==> src/rtl/prf_freelist_ctrl_pkg.sv <==
// Rename-stage sizing shared by the RAT, ROB and PRF free list.
// The free list holds every physical tag that is not an architectural identity mapping.
package prf_freelist_ctrl_pkg;
  localparam int ARF_WIDTH  = 5;
  localparam int PRF_WIDTH  = 6;
  localparam int DECODE_NUM = 4;
  localparam int RETIRE_NUM = 4;
  localparam int DEPTH      = 2**PRF_WIDTH - 2**ARF_WIDTH;
  localparam int IDX_W      = $clog2(DEPTH);
  localparam int PTR_W      = IDX_W + 1;
  localparam int DCNT_W     = $clog2(DECODE_NUM + 1);
  localparam int RCNT_W     = $clog2(RETIRE_NUM + 1);

  typedef logic [PRF_WIDTH-1:0] preg_t;
  typedef logic [PTR_W-1:0]     ptr_t;
  typedef logic [IDX_W-1:0]     idx_t;
endpackage

==> src/rtl/prf_freelist_ctrl_popcount_prefix.sv <==
// Exclusive prefix popcount of a mask plus its total.
// prefix slot i holds the number of set bits below bit i.
module popcount_prefix #(
  parameter int N  = 4,
  parameter int CW = $clog2(N + 1)
) (
  input  logic [N-1:0]    mask,
  output logic [N*CW-1:0] prefix,
  output logic [CW-1:0]   total
);
  logic [CW-1:0] acc;

  always_comb begin
    acc    = '0;
    prefix = '0;
    for (int i = 0; i < N; i++) begin
      prefix[i*CW +: CW] = acc;
      acc = acc + CW'(mask[i]);
    end
    total = acc;
  end
endmodule

==> src/rtl/prf_freelist_ctrl.sv <==
// Physical-register free list: grants up to DECODE_NUM tags per cycle, reclaims retired tags,
// and restores speculative allocations on flush from the committed head.
module prf_freelist_ctrl
  import prf_freelist_ctrl_pkg::*;
(
  input  logic                             clk,
  input  logic                             rst,
  input  logic [DECODE_NUM-1:0]            alloc_req,
  output logic                             alloc_ready,
  output logic [DECODE_NUM*PRF_WIDTH-1:0]  alloc_preg,
  input  logic [RETIRE_NUM-1:0]            retire,
  input  logic [RETIRE_NUM-1:0]            rob_areg_v,
  input  logic [RETIRE_NUM*PRF_WIDTH-1:0]  rob_opreg,
  input  logic                             flush,
  output logic [PRF_WIDTH-1:0]             free_count,
  output logic                             overflow_err
);
  preg_t mem [DEPTH];
  ptr_t  head, tail, commit_head;
  ptr_t  avail, occ_next;

  logic [DECODE_NUM*DCNT_W-1:0] alloc_pfx;
  logic [DCNT_W-1:0]            n_alloc;
  logic [RETIRE_NUM-1:0]        rel_mask;
  logic [RETIRE_NUM*RCNT_W-1:0] rel_pfx;
  logic [RCNT_W-1:0]            n_rel;
  idx_t                         rd_idx [DECODE_NUM];
  idx_t                         wr_idx [RETIRE_NUM];

  assign rel_mask = retire & rob_areg_v;

  popcount_prefix #(.N(DECODE_NUM), .CW(DCNT_W)) u_alloc_cnt (
    .mask   (alloc_req),
    .prefix (alloc_pfx),
    .total  (n_alloc)
  );

  popcount_prefix #(.N(RETIRE_NUM), .CW(RCNT_W)) u_rel_cnt (
    .mask   (rel_mask),
    .prefix (rel_pfx),
    .total  (n_rel)
  );

  // Full-width subtraction keeps the wrap bit, so full and empty are distinguishable.
  assign avail       = tail - head;
  assign free_count  = PRF_WIDTH'(avail);
  assign occ_next    = tail + PTR_W'(n_rel) - head;
  assign alloc_ready = (PTR_W'(n_alloc) <= avail) && !flush;

  always_comb begin
    alloc_preg = '0;
    for (int k = 0; k < DECODE_NUM; k++) begin
      rd_idx[k] = head[IDX_W-1:0] + IDX_W'(alloc_pfx[k*DCNT_W +: DCNT_W]);
      if (alloc_req[k] && alloc_ready)
        alloc_preg[k*PRF_WIDTH +: PRF_WIDTH] = mem[rd_idx[k]];
    end
  end

  always_comb begin
    for (int j = 0; j < RETIRE_NUM; j++)
      wr_idx[j] = tail[IDX_W-1:0] + IDX_W'(rel_pfx[j*RCNT_W +: RCNT_W]);
  end

  always_ff @(posedge clk or posedge rst) begin
    if (rst) begin
      for (int i = 0; i < DEPTH; i++)
        mem[i] <= PRF_WIDTH'(DEPTH + i);
      head         <= '0;
      commit_head  <= '0;
      tail         <= PTR_W'(DEPTH);
      overflow_err <= 1'b0;
    end else begin
      for (int j = 0; j < RETIRE_NUM; j++)
        if (rel_mask[j])
          mem[wr_idx[j]] <= rob_opreg[j*PRF_WIDTH +: PRF_WIDTH];
      tail        <= tail + PTR_W'(n_rel);
      commit_head <= commit_head + PTR_W'(n_rel);
      // Flush rewinds past this cycle's releases too, so they are immediately reusable.
      if (flush)
        head <= commit_head + PTR_W'(n_rel);
      else if (alloc_ready)
        head <= head + PTR_W'(n_alloc);
      if (occ_next > PTR_W'(DEPTH))
        overflow_err <= 1'b1;
    end
  end
endmodule

==> config.mk <==
export PLATFORM = sky130hd
export DESIGN_NAME = prf_freelist_ctrl
export DESIGN_NICKNAME = d
export VERILOG_FILES = /design/src/rtl/prf_freelist_ctrl_pkg.sv /design/src/rtl/prf_freelist_ctrl_popcount_prefix.sv /design/src/rtl/prf_freelist_ctrl.sv
export SDC_FILE = /design/constraint.sdc
export NUM_CORES = 1
export LEC_CHECK = 0
export CORE_ASPECT_RATIO = 2
export CORE_UTILIZATION = 50
export CTS_CLUSTER_SIZE = 16
export DETAILED_ROUTE_END_ITERATION = 6
export GPL_TIMING_DRIVEN = 0
export PLACE_DENSITY = 0.67
export SYNTH_ARGS = -nofsm -noshare
export SYNTH_HDL_FRONTEND = slang
export SYNTH_HIERARCHICAL = 1
export SYNTH_SLANG_ARGS = --single-unit
==> constraint.sdc <==
create_clock -name clk -period 16.9 [get_ports clk]
set_clock_uncertainty 0.2 [all_clocks]
set_input_delay 2.535 -clock clk [delete_from_list [all_inputs] [get_ports clk]]
set_output_delay 2.535 -clock clk [all_outputs]
set_load 0.1 [all_outputs]
==> results of run 1 <==
==> metrics by stage <==
stage / area (µm²) / utilization (%)
floorplan: 23100 / -
CTS: 25300 / 55.3
global placement: 24500 / 53.5
detailed placement: 24500 / 53.7
==> kinds of logic after synthesis <==
group	count (synthesis)
adder cells (fa/ha/maj)	71
XOR/XNOR	33
multiplexers	481
AO/OA/AOI/OAI	570
other	2
flip-flops	211
buffers and inverters	265
AND/OR/NAND/NOR	501
==> routing by layer <==
metal	overflow	global-route usage [%]
met2	1	86.6
met4	0	63.0
met3	0	24.6
met5	0	0
met1	0	58.9
==> results.md, run 1 <==
* Status: stopped before the end
* Fail Step: global routing
* Run Error: [ERROR GRT-0116] Global routing finished with congestion. Check the congestion regions in the DRC Viewer.
* Compound-Gate Fraction of Synth Area at 20.2%
* Gr usage total at 58.4%
* Post-synthesis simple-gate area fraction at 11.4%
* Area contributors post-synth: mux4_2 (23%), dfstp_2 (13%), dfrtp_1 (11%), mux2i_1 (7.6%), mux2_2 (3.2%)
* Vias in the first global route at 24713
* H-tree depth at 1
* # IOs at 71
* Post-CTS Setup Bufs at 0
* Initial core utilization at 50.5%
* Dominant synthesized flop cell: dfstp_2
* First-pass GRT wire length at 190000 µm
* Die Width at 154 µm
* Cts repair resizes at 0
* Post-synthesis xor/xnor area fraction at 1.33%
* Syn. warnings at 6
* Post-synth EDFFs at 0
* Synth cell types at 104
* Share of the synthesized area in the top cell type at 23.4%
* Number of synthesized register bits at 211
* Post-synthesis mux area share at 34.2%
* Largest net degree at the start of global routing at 114
* Input/output buffers at 64
* Mapped Area at 0.0231 mm²
* Clock sink count at 211
* Adder-cell share of the synthesized area at 4.40%
* Worst slack at placement at 5980 ps
* Largest family of logic cells by synthesized area: multiplexers
* Synth Area per Inst at 10.8 µm²
* Synth top cells by count: mux4_2 (240), mux2i_1 (176), nand2_1 (168)
* Top-count cell post-synth: mux4_2
* Grt ovf at 1
* HPWL after DPL at 99900 µm
* RePlAce Congestion at 1.11
* Inst Count DP at 2776
* Num CTS Buffers at 22
* Register area share after synthesis at 23.5%
* Asr flop ratio synth at 100%
* Clk root buf: clkbuf_16
* Biggest area consumer among synthesized cells: mux4_2
* Row count at 111
* Cts hold-fix bufs at 0
* Die Ht at 306 µm
* Mapped Cells at 2134
* Clock tree buffer depth at 3
==> inputs of run 2 (changes only) <==
CORE_ASPECT_RATIO = default   (was 2)
CORE_UTILIZATION = 35   (was 50)
CTS_CLUSTER_SIZE = default   (was 16)
PLACE_DENSITY = default   (was 0.67)
PLACE_DENSITY_LB_ADDON = 0.15   (was default)
==> run 2 against run 1 <==
Net effect: the flow now finishes, with violations (max-capacitance violations, max-slew violations); synthesized cell count unchanged; synthesized area unchanged.
==> results.md, run 2 <==
* Status: finished, violations left
* Failing checks: max-capacitance violations, max-slew violations
* Max-slew violations at 18
* Critical path endpoint: alloc_preg[22]
* Top-count cell post-synth: mux4_2
* Mapped Cells at 2134 (unchanged)
* Number of synthesized register bits at 211 (unchanged)
* Placeable Area at 0.0648 mm²
* Vias in the first global route at 21458
* Fmax at 89.4 MHz
* Vias per cell at 7.05
* Nets at 2353
* Gr usage total at 38.5%
* Residual DRC at 0
* Antenna-violating nets left at 0
* Post-synthesis mux area share at 34.2% (unchanged)
* R2R Path End: mem[100]
* Grt ovf at 0
* Fin crit period at 11180 ps
* CP startpoint kind: input pin
* Critical path class: input pin to output port
* Final WS setup at 5720 ps
* Total number of vias at 22029
* Post-CTS Setup Bufs at 0 (unchanged)
* Asr flop ratio synth at 100% (unchanged)
* Num CTS Buffers at 29 (+32%)
* # IOs at 71 (unchanged)
* CP Data Arrival Time at 8450 ps
* Synth Area per Inst at 10.8 µm² (unchanged)
* Final Cell Area at 0.0259 mm²
* Row count at 93 (-16%)
* RSZ-0062 raised after global routing: no
* Largest net degree at the start of global routing at 119
* Largest family of logic cells by synthesized area: multiplexers
* Initial core utilization at 35.6% (-15 points)
* Synth cell types at 104 (unchanged)
* Max FFs per register at 192
* Clk slew on worst S/H paths at 60 ps
* Syn. warnings at 6 (unchanged)
* H-tree depth at 1 (unchanged)
* Die Ht at 259 µm (-15%)
* Share of cells above drive strength 1 at 26.9%
* Layout area overhead at 12.2%
* Worst VDD drop at 171 µV
* Area contributors post-synth: mux4_2 (23%), dfstp_2 (13%), dfrtp_1 (11%), mux2i_1 (7.6%), mux2_2 (3.2%)
* Clock sink count at 211 (unchanged)
* Fin crit share at 66.2%
* Maxcap violations at 2
* Slew HR at -1.92%
* Setup violations, final at 0
* Fin util at 39.9%
* 1st-iter DRT viols at 3101
* R2R depth at 7
* First-pass GRT wire length at 177000 µm
* Dominant synthesized flop cell: dfstp_2
* Initial antenna violation count at 4
* Total Power at 7.03 mW
* Synth top cells by count: mux4_2 (240), mux2i_1 (176), nand2_1 (168)
* Later-pin clock latency in the skew report at 600 ps
* Setup TNS at 0 ps
* Die area at 0.0669 mm²
* WHS at 267 ps
* CTS tree: built
* Crit end category: output port
* Register area share after synthesis at 23.5% (unchanged)
* Post-synth EDFFs at 0 (unchanged)
* Adder-cell share of the synthesized area at 4.40% (unchanged)
* Share of the synthesized area in the top cell type at 23.4% (unchanged)
* Compound-Gate Fraction of Synth Area at 20.2% (unchanged)
* Input/output buffers at 64 (unchanged)
* RePlAce Congestion at 1.11 (about the same)
* Clock tree buffer depth at 3 (unchanged)
* Placed cell area at 0.0249 mm² (+1.6%)
* Biggest area consumer among synthesized cells: mux4_2
* Commonest non-fill, non-tap cell in the layout: mux4_2
* DR WL/cell at 41.3 µm
* 1st-pass router iterations at 6
* Most frequent cells in the layout: mux4_2 (240), mux2i_1 (176), nand2_1 (168)
* Crit-path max FO at 10
* LEAKAGE at 9.98 nW
* Post-synthesis simple-gate area fraction at 11.4% (unchanged)
* Top reg by flops: mem
* Final Non-Filler Cells at 3124
* Final Hold Vio Count at 0
* Mapped Area at 0.0231 mm² (unchanged)
* Post-synthesis xor/xnor area fraction at 1.33% (unchanged)
* Inst Count DP at 3067 (+10%)
* HPWL after DPL at 100000 µm (about the same)
* Critical Path Source: alloc_req[0]
* Hold crit path type: flop to flop
* Clk root buf: clkbuf_16
* Cts repair resizes at 0 (unchanged)
* Cts hold-fix bufs at 0 (unchanged)
* DRT Wirelength at 129000 µm
* Die Width at 259 µm (+68%)
* Reg2Reg Setup Slack at 11720 ps
* Worst EP required at 14160 ps
* R2r startpoint: tail[0]
* Worst slack at placement at 5910 ps (-66.0 ps)
* Power Density at 272 mW/mm²
* Worst Tran Pin Value at 1520 ps
run 2: cell counts after synthesis:
Identical to the previous run, type by type.
run 2: worst max-delay path, stage by stage:
cell and delay (ps):
clkdlybuf4s50_1 550, inv_1 90, fa_1 550, inv_1 70
ha_1 210, fa_1 590, buf_1 620, clkbuf_1 850
mux4_2 400, mux4_2 290, mux2i_1 90, nor2b_1 370
clkdlybuf4s50_1 1220
run 2: how the worst min path moves through the flow:
stage | from | end | slack, ps | depth (start not counted)
2_1_floorplan | commit_head[5] | commit_head[5] | 240 | 1
3_3_place_gp | overflow_err | overflow_err | 250 | 1
3_5_place_dp | overflow_err | overflow_err | 250 | 1
4_1_cts | overflow_err | overflow_err | 270 | 1
5_1_grt | overflow_err | overflow_err | 280 | 1
6_report | overflow_err | overflow_err | 270 | 1
run 2: where the power goes:
| part | leakage (nW) | switching [mW] | total, mW | internal, mW |
|---|---|---|---|---|
| logic | 7.11 | 2.92 | 5.00 | 2.08 |
| clock network | 0.484 | 0.284 | 0.650 | 0.366 |
| registers | 2.38 | 0.546 | 1.39 | 0.840 |
run 2: final cells by class:
cell class / count / area [µm²]
multi-input combinational: 1668 / 16600
fill: 6318 / 38900
antenna: 3 / 7.51
tap: 855 / 1070
inverter: 57 / 221
buffer: 208 / 923
clock buffer: 41 / 851
sequential: 211 / 5420
clock inverter: 13 / 115
timing repair buffer: 68 / 714
run 2: kinds of logic after synthesis:
kind of cell	Yosys count
compound gates	570
xor+xnor	33
fa+ha+maj	71
buf+inv	265
flops	211
mux	481
other cells	2
simple gates	501
run 2: layer usage:
| layer | GRT usage (%) | share of wire (%) |
|---|---|---|
| met5 | 0 | 0.029 |
| met4 | 22.0 | 6.7 |
| met3 | 11.6 | 12 |
| met2 | 56.9 | 43 |
| met1 | 49.8 | 39 |
No activity file was read; power rests on OpenSTA's default activity.
==> inputs of run 3 (changes only) <==
clock period = 9.7 ns   (was 16.9 ns; I/O delays follow)
==> results of run 3 <==
The final DEF is identical to that of run 2. Status: finished, violations left: max-capacitance violations, max-slew violations.
Among the figures that moved: setup slack after placement 5910 ps -> 874 ps; setup slack after layout 5720 ps -> 677 ps; register-to-register setup slack 11720 ps -> 4520 ps; total power 7.03 mW -> 12.3 mW; worst IR drop on VDD 171 µV -> 298 µV
